<file path="config.mk">
export PLATFORM = sky130hd
export DESIGN_NAME = alu_arbiter
export DESIGN_NICKNAME = d
export VERILOG_FILES = /design/src/rtl/alu_arbiter.sv
export SDC_FILE = /design/constraint.sdc
export NUM_CORES = 1
export LEC_CHECK = 0
export BUFFER_PORTS_ARGS = -buffer_cell sky130_fd_sc_hd__clkbuf_2
export CORE_ASPECT_RATIO = 0.7
export CORE_MARGIN = 1
export CORE_UTILIZATION = 49
export DETAILED_ROUTE_END_ITERATION = 10
export HOLD_SLACK_MARGIN = 0.12
export PLACE_DENSITY = 0.83
export SLEW_MARGIN = 20
export SYNTH_ARGS = -nofsm -noshare
export SYNTH_HDL_FRONTEND = slang
export SYNTH_SLANG_ARGS = --single-unit
</file>
<file path="constraint.sdc">
create_clock -name clk -period 3.3 [get_ports clk]
set_input_delay 0.66 -clock clk [delete_from_list [all_inputs] [get_ports clk]]
set_output_delay 0.66 -clock clk [all_outputs]
set_load 0.02 [all_outputs]
</file>
<file path="src/rtl/alu_arbiter.sv">
// Two-requester round-robin front end for a single shared external ALU.
// Each accepted operation holds the ALU operands for SETTLE cycles, then its result is held until consumed.
module alu_arbiter #(
  parameter int SETTLE = 1
) (
  input  logic       clk,
  input  logic       rst,
  input  logic       req0_valid,
  output logic       req0_ready,
  input  logic [3:0] req0_a,
  input  logic [3:0] req0_b,
  input  logic [1:0] req0_op,
  input  logic       req1_valid,
  output logic       req1_ready,
  input  logic [3:0] req1_a,
  input  logic [3:0] req1_b,
  input  logic [1:0] req1_op,
  output logic       rsp0_valid,
  input  logic       rsp0_ready,
  output logic [4:0] rsp0_r,
  output logic       rsp0_neg,
  output logic       rsp1_valid,
  input  logic       rsp1_ready,
  output logic [4:0] rsp1_r,
  output logic       rsp1_neg,
  output logic [3:0] alu_a,
  output logic [3:0] alu_b,
  output logic [1:0] alu_op,
  input  logic [4:0] alu_r,
  input  logic       alu_neg,
  output logic       busy
);

  localparam logic [1:0] CNT_INIT = 2'(SETTLE - 1);

  typedef enum logic [1:0] {IDLE, EXEC, RESP} state_t;

  state_t     r_state;
  state_t     w_next;
  logic       r_last;
  logic       r_gid;
  logic [1:0] r_cnt;
  logic [3:0] r_a;
  logic [3:0] r_b;
  logic [1:0] r_op;
  logic [4:0] r_rsp0_r;
  logic [4:0] r_rsp1_r;
  logic       r_rsp0_neg;
  logic       r_rsp1_neg;
  logic       w_grant;
  logic       w_accept;
  logic       w_cap;

  // The ALU negative flag is only meaningful for subtraction.
  function automatic logic neg_flag(input logic [1:0] op, input logic neg);
    return (op == 2'b11) ? neg : 1'b0;
  endfunction

  always_ff @(posedge clk) begin
    if (rst) r_state <= IDLE;
    else     r_state <= w_next;
  end

  always_comb begin
    w_next     = r_state;
    w_accept   = 1'b0;
    w_cap      = 1'b0;
    req0_ready = 1'b0;
    req1_ready = 1'b0;
    w_grant    = (req0_valid && req1_valid) ? ~r_last : req1_valid;
    case (r_state)
      IDLE: begin
        if (!rst && (req0_valid || req1_valid)) begin
          req0_ready = ~w_grant;
          req1_ready = w_grant;
          w_accept   = 1'b1;
          w_next     = EXEC;
        end
      end
      EXEC: begin
        if (r_cnt == 2'd0) begin
          w_cap  = 1'b1;
          w_next = RESP;
        end
      end
      RESP: begin
        if (r_gid ? rsp1_ready : rsp0_ready) w_next = IDLE;
      end
      default: w_next = IDLE;
    endcase
  end

  always_ff @(posedge clk) begin
    if (rst) begin
      r_last     <= 1'b1;
      r_gid      <= 1'b0;
      r_cnt      <= 2'd0;
      r_a        <= 4'd0;
      r_b        <= 4'd0;
      r_op       <= 2'b00;
      r_rsp0_r   <= 5'd0;
      r_rsp1_r   <= 5'd0;
      r_rsp0_neg <= 1'b0;
      r_rsp1_neg <= 1'b0;
    end else begin
      if (w_accept) begin
        r_a    <= w_grant ? req1_a  : req0_a;
        r_b    <= w_grant ? req1_b  : req0_b;
        r_op   <= w_grant ? req1_op : req0_op;
        r_gid  <= w_grant;
        r_last <= w_grant;
        r_cnt  <= CNT_INIT;
      end else if (r_state == EXEC && r_cnt != 2'd0) begin
        r_cnt <= r_cnt - 2'd1;
      end
      if (w_cap) begin
        if (r_gid) begin
          r_rsp1_r   <= alu_r;
          r_rsp1_neg <= neg_flag(r_op, alu_neg);
        end else begin
          r_rsp0_r   <= alu_r;
          r_rsp0_neg <= neg_flag(r_op, alu_neg);
        end
      end
    end
  end

  // Operands come straight from the latch so the ALU never sees live requester inputs.
  assign alu_a      = r_a;
  assign alu_b      = r_b;
  assign alu_op     = r_op;
  assign rsp0_valid = (r_state == RESP) && !r_gid;
  assign rsp1_valid = (r_state == RESP) && r_gid;
  assign rsp0_r     = r_rsp0_r;
  assign rsp1_r     = r_rsp1_r;
  assign rsp0_neg   = r_rsp0_neg;
  assign rsp1_neg   = r_rsp1_neg;
  assign busy       = (r_state != IDLE);

endmodule
</file>
==> out/qor.csv <==
metric,value,unit
dr.pass1.iters,4,
antenna_found_initial,0,
setup-violations-final,0,
io_buffer_count,58,
vias_per_cell,5.542,
totalWireLength,3194,um
cts_tree,built,
ys.flop_type,dfxtp_1,
min_period,2.284,ns
die_w,63.86,um
synth.avg_cell_area,9.375,sq um
fin_hold_ws,0.4702,ns
finalClockSkew,0.002854,ns
path_clk_slew,0.09,ns
slowest_stage,or3b_4,
timing.fmax,0.4378,GHz
drc_errors,0,
max_stage_delay,0.51,ns
cts_buffer_depth,2,
synth_fa_ha_area_frac,0.009533,
slew_headroom,0.6143,
synth_edf_count,0,
status,"complete, no violations",
grt_setup_unrepaired,false,
start_util,0.5258,
drv_cap,0,
num_vias,1247,
utilization,0.6476,
gr-usage-all-layers,0.2243,
yosys.area_share.simple,0.2917,
row_count,15,
synth_top_family_by_area,simple AND/OR/NAND/NOR gates,
dieArea,2893,sq um
ys_seq_area_frac,0.4271,
drt_iter0_drc,43,
clk_latency,0.28,ns
ioPinCount,59,
muxShareOfSynthArea,0.08389,
core,2496,sq um
cts.htree.levels,1,
grt_pass1_vias,1123,
drive_above_1_share,0.3874,
ys_warn_count,0,
path_delay_family,simple AND/OR/NAND/NOR gates,
wire_per_inst,14.20,um
clock-sinks,28,
netlist.area_leader.share,0.4271,
start_kind,flip-flop,
synthToLayoutAreaGrowth,23.16,%
yosys.area.top_type,dfxtp_1,
ys_top_cells_by_area,"dfxtp_1 (43%), mux2i_1 (8.4%), nor3_1 (7.6%), a21oi_1 (5.0%), nor4_1 (4.8%)",
ys_types,34,
syn-cell-area,1313,sq um
finalHoldViolations,0,
setup.worst_path.class,flip-flop to primary output,
synth_compound_area_frac,0.08484,
p_leak,0.0007317,uW
critPathMaxFanout,13,
synthXorXnorAreaFrac,0.006673,
setup_tns,0,ns
syn_inst,140,
total_power,866.9,uW
ant_nets,0,
ir_worst_vdd,444.4,uV
synth_fp_nets,173,
worstSetupEndpointType,primary output,
cts_setup_buffers,0,
worst_pin_slew,0.5785,ns
cp.arrival,1.62,ns
dp_hpwl,2370,um
cts-root-buf,clkbuf_8,
worstPathCellList,"or3b_4, nor3_1, clkbuf_2",
diodes,0,
timing.reg2reg.setup_slack,1.83,ns
final_net_count,225,
hold_buffers,0,
place.gp.congestion,0.8320,
fin_cells,225,
required,2.64,ns
drv_slew,0,
min_path_type,flip-flop to flip-flop,
cts_buffers,3,
ctsResizeCount,0,
async_reset_ff_frac,0,
grt_remaining_overflow,0,
cp_num_buf_inv,1,
grt_max_degree,30,
die_h,45.30,um
synth_seq_cells,28,
power_density,536.3,nW/um^2
dpl.cell_count,221,
fin_crit_sh,0.6922,
grt_pass1_wl,4926,um
per-stage QoR:
| step | area (sq um) | setup WS (ns) |
|---|---|---|
| finish | 1617 | 1.016 |
| global route | 1617 | 0.9227 |
| CTS | 1617 | 1.023 |
| detailed placement | 1545 | 1.024 |
| global placement | 1545 | 1.048 |
| floorplan | 1313 | 0.9431 |
logic make-up after synthesis:
family | count (synthesis)
compound gates | 19
xor+xnor | 1
fa+ha+maj | 1
buf+inv | 16
flops | 28
mux | 11
simple gates | 64
cells in the mapped netlist, types with 3 or more instances:
cell / instances
nor2_1: 16
a21oi_1: 13
clkbuf_1: 3
clkbuf_8: 3
nor3_1: 20
dfxtp_1: 28
inv_1: 3
mux2i_1: 11
nor4_1: 10
routing by layer:
metal / routed length, um / global-route usage / vias up / part of all wire
met1: 1373 / 0.2709 / 583 / 0.43
li1: - / - / 605 / -
met3: 245 / 0.06818 / 3 / 0.077
met5: 0 / 0 / - / 0
met2: 1564 / 0.4043 / 56 / 0.49
met4: 10 / 0.04091 / 0 / 0.0031
report_power, final:
group / leakage [uW] / internal (uW) / switching, uW
registers: 0.000230 / 367 / 27.3
logic: 0.000466 / 82.9 / 119
clock network: 0.0000357 / 163 / 107
worst paths after layout:
| kind | cells past startpoint | from | end |
|---|---|---|---|
| hold reg to reg | 2 | rsp1_neg | rsp1_neg |
| setup reg to reg | 5 | r_cnt[0] | rsp0_r[4] |
| setup / recovery | 3 | r_state[0] | req0_ready |
| hold / removal | 2 | rsp1_neg | rsp1_neg |
cells in the final DEF, fill, tap and decap left out:
master	instances
clkbuf_2	58
dfxtp_1	28
nor3_1	20
nor2_1	16
a21oi_1	13
mux2i_1	11
nor4_1	10
inv_1	3
clkbuf_8	3
nor3b_1	2
or3b_4	2
or2_2	2
nor3_2	2
nand3b_1	2
buf_4	2
and3b_2	1
and2_2	1
nor2b_1	1
and4bb_2	1
nand4b_4	1
nand4_1	1
o21ai_0	1
nand3_1	1
nand2_1	1
a2111oi_0	1
a21o_1	1
xnor2_1	1
a211o_1	1
a2bb2oi_1	1
a211oi_1	1
ha_1	1
bufinv_16	1
sequential cells by signal, indices dropped and copies added, names as in the netlist:
register and flops:
alu_a 4, alu_b 4, alu_op 2, r_cnt 2
r_gid 1, r_last 1, r_state 2, rsp0_neg 1
rsp0_r 5, rsp1_neg 1, rsp1_r 5
cell type report:
cell class | count | area [sq um]
clock buffers | 3 | 41.29
repair buffers | 60 | 305.3
flip-flops and latches | 28 | 560.5
fillers | 191 | 879.6
well taps | 34 | 42.54
inverters | 3 | 11.26
multi-input cells | 96 | 625.6
clock inverters | 1 | 30.03
worst min-delay path: cells and delay by family, from the launching register on:
kind	cells	cell delay (ns)
compound gates	1	0.05
simple gates	1	0.05
flops	1	0.33
No activity file was read; power rests on OpenSTA's default activity.
